## src/rtl/uart_pkg.sv

```systemverilog
// rtl/uart_pkg.sv - shared types and constants for the UART word receiver
//
// Purpose: bit-FSM state encoding plus the frame and word geometry that
//          uart_rx_byte and uart_word_rx both rely on.
// Ports:   none (package).
package uart_pkg;

    typedef enum logic [2:0] {
        IDLE      = 3'd0,
        START     = 3'd1,
        DATA      = 3'd2,
        STOP      = 3'd3,
        WAIT_IDLE = 3'd4
    } rx_state_t;

    localparam int BYTES_PER_WORD = 4;
    localparam int BITS_PER_FRAME = 8;

endpackage

```

## src/rtl/uart_word_rx_if.sv

```systemverilog
// rtl/uart_word_rx_if.sv - valid/ready word channel from the receiver to its consumer
//
// Purpose: carries one assembled 32-bit word per handshake.
// Signals: word_data  - assembled word, byte k in bits [8k+7:8k]
//          word_valid - word_data holds an unconsumed word
//          word_ready - consumer accepts when word_valid && word_ready
// Modports: master (receiver side), slave (consumer side).
interface uart_word_rx_if;

    logic [31:0] word_data;
    logic        word_valid;
    logic        word_ready;

    modport master (
        output word_data,
        output word_valid,
        input  word_ready
    );

    modport slave (
        input  word_data,
        input  word_valid,
        output word_ready
    );

endinterface

```

## src/rtl/uart_rx_byte.sv

```systemverilog
// rtl/uart_rx_byte.sv - 8N1 byte deserialiser with input synchroniser
//
// Purpose: synchronises rx, detects start bits, samples eight data bits LSB
//          first at mid-bit and checks the stop bit.
// Ports:   clk, rst_n    - clock, asynchronous active-low reset
//          rx            - raw serial line, idle high
//          byte_data     - last deserialised byte (valid with byte_valid)
//          byte_valid    - one-cycle pulse, good stop bit seen
//          frame_err     - one-cycle pulse, stop bit sampled low
//          in_idle       - bit FSM is in IDLE
module uart_rx_byte
    import uart_pkg::*;
#(
    parameter int CLKS_PER_BIT = 104
) (
    input  logic       clk,
    input  logic       rst_n,
    input  logic       rx,
    output logic [7:0] byte_data,
    output logic       byte_valid,
    output logic       frame_err,
    output logic       in_idle
);

    localparam int CW = $clog2(CLKS_PER_BIT);

    localparam logic [2:0] S_IDLE      = IDLE;
    localparam logic [2:0] S_START     = START;
    localparam logic [2:0] S_DATA      = DATA;
    localparam logic [2:0] S_STOP      = STOP;
    localparam logic [2:0] S_WAIT_IDLE = WAIT_IDLE;

    localparam logic [CW-1:0] FULL_BIT = CW'(CLKS_PER_BIT - 1);
    // Half a bit lands the first sample mid start bit; every later sample
    // is a whole bit further on, so all samples sit mid-bit.
    localparam logic [CW-1:0] HALF_BIT = CW'(CLKS_PER_BIT / 2 - 1);
    localparam logic [2:0]    LAST_BIT = 3'(BITS_PER_FRAME - 1);

    logic          sync1;
    logic          rxs;
    logic          armed;
    logic [2:0]    state;
    logic [CW-1:0] cnt;
    logic [2:0]    bit_cnt;
    logic [7:0]    shreg;

    always_ff @(posedge clk or negedge rst_n) begin
        if (!rst_n) begin
            sync1      <= 1'b1;
            rxs        <= 1'b1;
            armed      <= 1'b0;
            state      <= S_IDLE;
            cnt        <= '0;
            bit_cnt    <= '0;
            shreg      <= '0;
            byte_valid <= 1'b0;
            frame_err  <= 1'b0;
        end else begin
            sync1      <= rx;
            rxs        <= sync1;
            byte_valid <= 1'b0;
            frame_err  <= 1'b0;
            case (state)
                S_IDLE: begin
                    // Arming needs a high line first, so a line held low
                    // through reset release never looks like a start bit.
                    if (armed && !rxs) begin
                        state <= S_START;
                        cnt   <= HALF_BIT;
                        armed <= 1'b0;
                    end else if (rxs) begin
                        armed <= 1'b1;
                    end
                end
                S_START: begin
                    if (cnt == '0) begin
                        if (rxs) begin
                            state <= S_IDLE;
                        end else begin
                            state   <= S_DATA;
                            bit_cnt <= '0;
                            cnt     <= FULL_BIT;
                        end
                    end else begin
                        cnt <= cnt - CW'(1);
                    end
                end
                S_DATA: begin
                    if (cnt == '0) begin
                        shreg <= {rxs, shreg[7:1]};
                        cnt   <= FULL_BIT;
                        if (bit_cnt == LAST_BIT) begin
                            state <= S_STOP;
                        end else begin
                            bit_cnt <= bit_cnt + 3'd1;
                        end
                    end else begin
                        cnt <= cnt - CW'(1);
                    end
                end
                S_STOP: begin
                    if (cnt == '0) begin
                        if (rxs) begin
                            byte_valid <= 1'b1;
                            state      <= S_IDLE;
                        end else begin
                            frame_err <= 1'b1;
                            state     <= S_WAIT_IDLE;
                        end
                    end else begin
                        cnt <= cnt - CW'(1);
                    end
                end
                S_WAIT_IDLE: begin
                    if (rxs) begin
                        state <= S_IDLE;
                    end
                end
                default: state <= S_IDLE;
            endcase
        end
    end

    assign byte_data = shreg;
    assign in_idle   = (state == S_IDLE);

endmodule

```

## src/rtl/uart_word_rx.sv

```systemverilog
// rtl/uart_word_rx.sv - UART byte stream to 32-bit instruction word front end
//
// Purpose: packs four good bytes LSB first into a word, offers it on a
//          valid/ready channel with a one-deep holding slot, reports
//          framing errors and overruns, and drops partial words after
//          TIMEOUT_BITS bit-times of idle line.
// Ports:   clk, rst_n - clock, asynchronous active-low reset
//          rx         - raw serial line, idle high
//          word       - word channel (master side)
//          frame_err  - one-cycle pulse, stop bit sampled low
//          overrun    - one-cycle pulse, completed word dropped (slot full)
//          busy       - bit FSM active or 1-3 bytes held
module uart_word_rx
    import uart_pkg::*;
#(
    parameter int CLKS_PER_BIT = 104,
    parameter int TIMEOUT_BITS = 20
) (
    input  logic           clk,
    input  logic           rst_n,
    input  logic           rx,
    uart_word_rx_if.master word,
    output logic           frame_err,
    output logic           overrun,
    output logic           busy
);

    localparam int LIMIT = TIMEOUT_BITS * CLKS_PER_BIT;
    localparam int TW    = $clog2(LIMIT + 1);

    logic [7:0]    byte_data;
    logic          byte_valid;
    logic          in_idle;
    logic [1:0]    byte_idx;
    logic [23:0]   lanes;
    logic [TW-1:0] idle_cnt;
    logic          word_done;
    logic          timeout_hit;

    uart_rx_byte #(
        .CLKS_PER_BIT(CLKS_PER_BIT)
    ) u_rx_byte (
        .clk       (clk),
        .rst_n     (rst_n),
        .rx        (rx),
        .byte_data (byte_data),
        .byte_valid(byte_valid),
        .frame_err (frame_err),
        .in_idle   (in_idle)
    );

    assign word_done   = byte_valid && (byte_idx == 2'(BYTES_PER_WORD - 1));
    assign timeout_hit = (idle_cnt == TW'(LIMIT));
    assign busy        = !in_idle || (byte_idx != 2'd0);

    always_ff @(posedge clk or negedge rst_n) begin
        if (!rst_n) begin
            byte_idx        <= '0;
            lanes           <= '0;
            idle_cnt        <= '0;
            overrun         <= 1'b0;
            word.word_data  <= '0;
            word.word_valid <= 1'b0;
        end else begin
            overrun <= 1'b0;

            // Byte assembly; a bad frame or a silent host restarts the word.
            if (frame_err) begin
                byte_idx <= '0;
            end else if (byte_valid) begin
                case (byte_idx)
                    2'd0:    lanes[7:0]   <= byte_data;
                    2'd1:    lanes[15:8]  <= byte_data;
                    2'd2:    lanes[23:16] <= byte_data;
                    default: ;
                endcase
                byte_idx <= byte_idx + 2'd1;
            end else if (timeout_hit) begin
                byte_idx <= '0;
            end

            // Only counts while the line is idle with a partial word held;
            // leaving IDLE means a start bit was detected.
            if (!in_idle || byte_idx == 2'd0 || timeout_hit) begin
                idle_cnt <= '0;
            end else begin
                idle_cnt <= idle_cnt + TW'(1);
            end

            // Holding slot: a completing word may replace one being consumed
            // in the same cycle; otherwise it is dropped and flagged.
            if (word_done) begin
                if (!word.word_valid || word.word_ready) begin
                    word.word_data  <= {byte_data, lanes};
                    word.word_valid <= 1'b1;
                end else begin
                    overrun <= 1'b1;
                end
            end else if (word.word_ready) begin
                word.word_valid <= 1'b0;
            end
        end
    end

endmodule
```

## src/flat_wrapper.sv

```systemverilog
// flat-port wrapper written by rule: the top's interface ports become plain ports
module uart_word_rx_flat import uart_pkg::*;
#(
    parameter int CLKS_PER_BIT = 104,
    parameter int TIMEOUT_BITS = 20
)
  (clk, rst_n, rx, frame_err, overrun, busy, word_word_data, word_word_valid, word_word_ready);
  uart_word_rx_if word_i ();
  input  logic clk;
  input  logic rst_n;
  input  logic rx;
  output logic frame_err;
  output logic overrun;
  output logic busy;
  output wire logic [$bits(word_i.word_data)-1:0] word_word_data;
  output wire logic [$bits(word_i.word_valid)-1:0] word_word_valid;
  input wire logic [$bits(word_i.word_ready)-1:0] word_word_ready;
  assign word_word_data = word_i.word_data;
  assign word_word_valid = word_i.word_valid;
  assign word_i.word_ready = word_word_ready;
  uart_word_rx #(.CLKS_PER_BIT(CLKS_PER_BIT), .TIMEOUT_BITS(TIMEOUT_BITS)) u_core (.clk(clk), .rst_n(rst_n), .rx(rx), .word(word_i), .frame_err(frame_err), .overrun(overrun), .busy(busy));
endmodule
```

## config.mk

```make
export PLATFORM = sky130hd
export DESIGN_NAME = uart_word_rx_flat
export DESIGN_NICKNAME = d
export VERILOG_FILES = /design/src/rtl/uart_pkg.sv /design/src/rtl/uart_word_rx_if.sv /design/src/rtl/uart_rx_byte.sv /design/src/rtl/uart_word_rx.sv /design/src/flat_wrapper.sv
export SDC_FILE = /design/constraint.sdc
export NUM_CORES = 1
export LEC_CHECK = 0
export CORE_MARGIN = 10
export CORE_UTILIZATION = 40
export DETAILED_ROUTE_END_ITERATION = 10
export GPL_TIMING_DRIVEN = 1
export PLACE_DENSITY_LB_ADDON = 0.08
export SLEW_MARGIN = 0
export SYNTH_ARGS = -nofsm -noshare
export SYNTH_HDL_FRONTEND = slang
export SYNTH_SLANG_ARGS = --single-unit
```

## constraint.sdc

```tcl
create_clock -name clk -period 1.9 [get_ports clk]
set_input_delay 0.285 -clock clk [delete_from_list [all_inputs] [get_ports clk]]
set_output_delay 0.285 -clock clk [all_outputs]
set_load 0.005 [all_outputs]
```

# --- Word level (Yosys, flattened, before mapping) ---
# Index checks and enable logic that the tools add are counted.
word_totals:
  reg_bits: 98
  input_bits: 4
  output_inout_bits: 36
classes:
  add_sub_neg: 4
  eq_ne: 20
  mux: 37
  bitwise_logic: 1
  n_reduce_logical: 28
op_table:
  columns: ["operator", "count"]
  rows:
  - ["$mux W7", 5]
  - ["$mux W3", 11]
  - ["$pmux W7 S4", 1]
  - ["$ne A2 B2 Y1 const B", 10]
  - ["$pmux W3 S5", 1]
  - ["$mux W1", 13]
  - ["$add A12 B1 Y12 const B", 1]
  - ["$eq A12 B12 Y1 const B", 1]
  - ["$mux W12", 1]
  - ["$reduce_and A3 Y1", 3]
  - ["$mux W2", 4]
  - ["$reduce_and A2 Y1", 4]
  - ["$reduce_bool A2 Y1", 4]
  - ["$logic_not A7 Y1", 1]
  - ["$sub A7 B1 Y7 const B", 1]
  - ["$eq A3 B2 Y1 const B", 2]
  - ["$eq A3 B3 Y1 const B", 2]
  - ["$pmux W3 S2", 1]
  - ["$reduce_and A6 Y1", 1]
  - ["$reduce_and A5 Y1", 1]
  - ["$eq A2 B2 Y1 const B", 2]
  - ["$logic_or A1 B1 Y1", 4]
  - ["$reduce_and A4 Y1", 1]
  - ["$reduce_bool A4 Y1", 1]
  - ["other kinds (11)", 14]

# --- Depth between registers and ports, before layout ---
depth:
  ltp_word: 5
  ltp_mapped: 6
  ltp_nobuf: 6

# --- Hierarchy ---
# From an unflattened synthesis, not the netlist that was laid out.
hier_totals:
  hier_cells: 319
  hier_area_um2: 4221.5
modules_own_cells:
  columns: ["module", "instances", "cells_each", "area_each_um2"]
  rows:
  - ["uart_word_rx", 1, 204, 2902.8]
  - ["uart_rx_byte", 1, 115, 1318.8]

# --- Worst setup path before layout ---
# No wires, ideal clock.
synth_timing:
  path_type: "register to register"
  start: "register u_core.u_rx_byte.cnt[0]"
  end: "register u_core.u_rx_byte.state[0]"
  setup_ns: 0.125
  t_arrival_ns: 1.607
  path_slack_ns: 0.168
  stages_incl_launch_ff: 7
  period_less_slack_ns: 1.732
  path_cell_list: "dfrtp_1 inv_1 ha_1 nor4b_4 a21boi_2 a31o_4 mux2_4"
synth_via:
  elab_chain_len: 3
  elab_cells_between_ends: 5
  cone_classes: "eq/ne (3); reduce/logical (2)"
synth_rtl:
  columns: ["element", "line_no", "rtl"]
  rows:
  - ["start: declaration", "uart_rx_byte.sv:43", "logic [CW-1:0] cnt;"]
  - ["start signal: assignment", "uart_rx_byte.sv:85", "cnt <= cnt - CW'(1);"]
  - ["start signal: assignment", "uart_rx_byte.sv:98", "cnt <= cnt - CW'(1);"]
  - ["start signal: assignment", "uart_rx_byte.sv:111", "cnt <= cnt - CW'(1);"]
  - ["$logic_not A7 Y1 *", "uart_rx_byte.sv:76, uart_rx_byte.sv:89, uart_rx_byte.sv:102", null]
  - ["$ne A2 B2 Y1 (no line)", null, null]
  - ["$reduce_and A6 Y1 (no line) *", null, null]
  - ["end signal: assignment", "uart_rx_byte.sv:78", "state <= S_IDLE;"]
  - ["end signal: assignment", "uart_rx_byte.sv:80", "state <= S_DATA;"]
  - ["end signal: assignment", "uart_rx_byte.sv:105", "state <= S_IDLE;"]
  - ["end: declaration", "uart_rx_byte.sv:42", "logic [2:0] state;"]
# Mark *: on every way between the ends. The rest lies on a longest branch, timed or not.
# A chain may end at the register's enable or synchronous reset.

# --- Worst setup path in the final report ---
layout_timing:
  start: "register u_core.u_rx_byte.cnt[1]"
  end: "register u_core.u_rx_byte.cnt[2]"
layout_via:
  elab_chain_len: 3
  elab_cells_between_ends: 9
  cone_classes: "add/sub (1); eq/ne (2); mux (4); reduce/logical (2)"
layout_rtl:
  columns: ["element", "line_no", "rtl"]
  rows:
  - ["$sub A7 B1 Y7 / $logic_not A7 Y1 (equally long branches)", null, null]
  - ["$mux W7, or another cell as far along", "uart_rx_byte.sv:102", "if (cnt == '0) begin"]
  - ["$pmux W7 S4 / $reduce_and A4 Y1 (equally long branches)", null, null]
# Parallel ways exist; a longest one is shown, timed or not. The select of a mux whose other input is x is not followed.

==> summary by stage <==
STA
The number of max-slew violations in the final report is 0. The setup TNS is 0 ns. Across the routed clock network, the largest skew measured is 0.0103 ns. The count of endpoints failing hold in the final timing report is 0. The smallest clock period supported by the final layout is computed as 1.82 ns. The pin slew with the least headroom to its limit is around 0.45 ns. The number of setup violations in the final report is 0.

The maximum operating frequency is between 500 and 600 MHz. Dividing the final minimum period by the clock period gives 0.958. The tightest slew margin relative to the limit is 0.698. Setup repair after global routing left no endpoint under its margin.

Die
The placeable core area is 0.0103 sq mm. The boundary pin count is 40. The initialized floorplan defines 37 standard-cell rows.

The width of the chip is 122 microns. The die is 122 microns tall. The floorplan die area is 0.0150 sq mm. For this configuration, the core starts out at a cell density of 0.408.

Global routing
The global-route layer with the greatest usage is met2. For this run, global-route usage on met2 was measured as 0.168. The total routing usage reported by global routing is 0.112. The number of global-route vias before repair is ~2700.

The first-pass GRT wire length is 13600 microns. For met1 alone, demand over resource in global routing was 0.150. For this run, global-route usage on met3 was measured as 0.0280. The initial antenna violation count is 0.

After global routing the overflow that remains totals 0. Entering global routing, the biggest net connects 46 pins.

Detailed routing
After detailed routing, the number of vias per cell comes to 5.10. The wire length reported by the detailed router is 7890 microns. The via count is 2662. The number of violations reported at the end of detailed-routing iteration 0 is 147. The number of nets with antenna violations after detailed routing is 0.

The pre-antenna-repair detailed-routing pass consisted of 4 iterations. The detail-routed net length per standard cell is 15.1 microns. The post-route DRC violation count is 0.

Synthesis
The main flop type after synthesis is dfrtp_1. The area share of the leading cell type in the synthesized netlist is 0.572. Yosys printed 0 warnings. Synthesis inferred 98 register bits. In the post-synthesis netlist, the cell with the most instances is dfrtp_1. dfrtp_1 takes more of the synthesized area than any other cell. The register area share after synthesis is 0.585. The synthesized netlist occupies a cell area of 0.00420 sq mm. The number of nets in the synthesized netlist is 337. In the synthesized netlist, the number of instances is approximately 320.

In this run, synthesis inferred 0 flip-flops with an integrated enable. Counting instances in the post-synthesis netlist gives the leading cell types as dfrtp_1 (96), mux2_2 (64), nand2_1 (22), nor2_1 (22), inv_1 (14). The netlist uses 44 different library cells. In the synthesized netlist the async set-or-reset flop fraction comes to 1.00. Ranked by total cell area, the synthesized netlist is headed by dfrtp_1 (57%), mux2_2 (17%), ha_1 (3.0%). The mean area per synthesized cell is roughly 13 sq um.

Final layout
Of the cells placed in the final design, the portion with a size suffix greater than 1 is 0.303. At the end of the flow the core is filled with cells to 0.495. The repair_antennas step left the layout with diodes totalling 0. The final net count is 395. The final non-filler cell area is 0.00509 sq mm. Compared with the post-synthesis result, the final layout area differs by 21.2%. For this run, the number of standard cells in the final layout without fillers is 522.

CTS
The TritonCTS clock tree is built. CTS saw 98 sinks. Clock latency on the worst-skew pair, taken at its later pin, is between 0.3 and 0.4 ns.

In this run the deepest clock path goes through 2 buffers. After clock tree synthesis, the clock-pin slew on the worst setup and hold paths is about 0.10 ns. The H-tree generated during clock tree synthesis spans 3 levels. CTS placed an instance of clkbuf_8 at the clock tree root. In this run, CTS created clock tree buffers numbering 9.

Placement
The count of buffers from port buffering is 39. The cell count after placement is ~500. Routability-driven placement finished with a final weighted congestion of 0.814. The total cell area at the placement stage is 0.00484 sq mm.

The post-DP HPWL is 5310 microns.

Setup path
Data arrives at the worst endpoint at about 2.1 ns. The type of element launching the critical path is a flip-flop. Of all nets on the critical path, the largest fanout is 8. At the worst endpoint, the required time is 2.15 ns. The critical path is of the reg -> reg type. The kind of end point of the critical path is a flip-flop.

Run status
The run finished with clean final reports.

Run
The max-capacitance violation count is 0.

Pwr
The peak supply drop is 0.000398 V. Dividing total power by cell area gives a power density of 848 mW/mm^2. The reported leakage power is 2.37 nW.

Worst hold path
The min-delay analysis places its worst path in the category in -> reg.
==> worst paths after layout <==
kind / start / endpoint / slack [ns] / cells past startpoint
worst max-delay path: u_core.u_rx_byte.cnt[1]$_DFFE_PN0P_ / u_core.u_rx_byte.cnt[2]$_DFFE_PN0P_ / 0.08 / 7
worst min-delay path: rx / u_core.u_rx_byte.sync1$_DFF_PN1_ / 0.32 / 1
worst max register to register: u_core.u_rx_byte.cnt[1]$_DFFE_PN0P_ / u_core.u_rx_byte.cnt[2]$_DFFE_PN0P_ / 0.08 / 7
worst min register to register: u_core.u_rx_byte.sync1$_DFF_PN1_ / u_core.u_rx_byte.rxs$_DFF_PN1_ / 0.36 / 0
max in group asynchronous: rst_n / u_core.lanes[14]$_DFFE_PN0P_ / 0.89 / 3
min in group asynchronous: rst_n / u_core.idle_cnt[2]$_DFF_PN0_ / 0.42 / 2
==> worst max-delay path, cell delays in order, from the launching register on <==
cell     delay [ns]
dfrtp_1        0.36
inv_1          0.07
ha_1           0.18
nor4b_4        0.13
buf_4          0.18
a21bo_2        0.27
a21o_1         0.26
o22a_2         0.26
==> cell families after synthesis <==
kind of cell	after synthesis	share of synthesized area
buffers and inverters	24	0.0224
DFF	98	0.585
xor gates and xnor gates	10	0.0209
and+or+nand+nor	84	0.104
adders and majority gates	10	0.0298
AOI/OAI and AO/OA	28	0.0522
muxes	69	0.186
==> per-stage QoR <==
stage	hold WS, ns	setup slack (ns)	power [mW]
floorplan	-0.0106	0.168	2.76
finish	0.323	0.0799	4.32
global route	0.304	0.00412	4.57
global placement	0.262	0.118	2.99
CTS	0.303	0.0796	4.37
detailed placement	0.266	0.0960	3.00
==> cell type report <==
type	instances	area [sq um]
tap	136	170
multi-input combinational	201	1670
sequential	98	2460
inverter	14	52.6
clock inverter	6	56.3
fill	963	5190
timing repair buffer	57	549
clock buffer	10	138
==> metal layers <==
metal | part of all wire | vias to the layer above | wire, microns
li1 | - | 1259 | -
met1 | 0.48 | 1346 | 3820
met2 | 0.45 | 47 | 3530
met3 | 0.052 | 10 | 410
met4 | 0.015 | 0 | 119
met5 | 0 | - | 0
==> power by group <==
group          total, mW  switching, mW  internal, mW
registers           2.24         0.0732          2.17
logic              0.755          0.401         0.354
clock network       1.32          0.779         0.543
total               4.32           1.25          3.06
==> placed cells by master, fill, tap and decap left out, types with 3 or more instances in the layout <==
| cell | Yosys | layout |
|---|---|---|
| nand3b_1 | 3 | 3 |
| nand2_1 | 22 | 22 |
| xnor2_1 | 8 | 8 |
| o21ai_0 | 3 | 3 |
| nor4b_1 | 3 | 3 |
| a21oi_1 | 5 | 5 |
| clkbuf_8 | 0 | 10 |
| nand4_1 | 4 | 4 |
| dfrtp_1 | 96 | 94 |
| inv_1 | 14 | 14 |
| buf_4 | 0 | 16 |
| mux2_2 | 64 | 64 |
| nor2_1 | 22 | 22 |
| clkdlybuf4s50_1 | 0 | 37 |
| nor3_1 | 6 | 5 |
| nand3_1 | 7 | 7 |
| a221oi_1 | 5 | 4 |
| nor4_1 | 6 | 6 |
| ha_1 | 10 | 9 |
==> flip-flops by register name, indices dropped and copies added, names as in the netlist <==
| signal | cells |
|---|---|
| u_core.word.word_data | 32 |
| u_core.lanes | 24 |
| u_core.idle_cnt | 12 |
| u_core.u_rx_byte.byte_data | 8 |
| u_core.u_rx_byte.cnt | 7 |
| u_core.u_rx_byte.bit_cnt | 3 |
| u_core.u_rx_byte.state | 3 |
| u_core.byte_idx | 2 |
| u_core.overrun | 1 |
| u_core.u_rx_byte.armed | 1 |
| u_core.u_rx_byte.byte_valid | 1 |
| u_core.u_rx_byte.frame_err | 1 |
| u_core.u_rx_byte.rxs | 1 |
| u_core.u_rx_byte.sync1 | 1 |
| u_core.word.word_valid | 1 |
==> repair_timing <==
item / in CTS / in global routing
hold endpoints to repair: 26 / 0
buffers inserted: 4 / 0
hold buffers: 1 / 0
endpoints found under the setup margin: 1 / 1
resized for setup: 5 / 1
(Power assumes the default switching activity.)
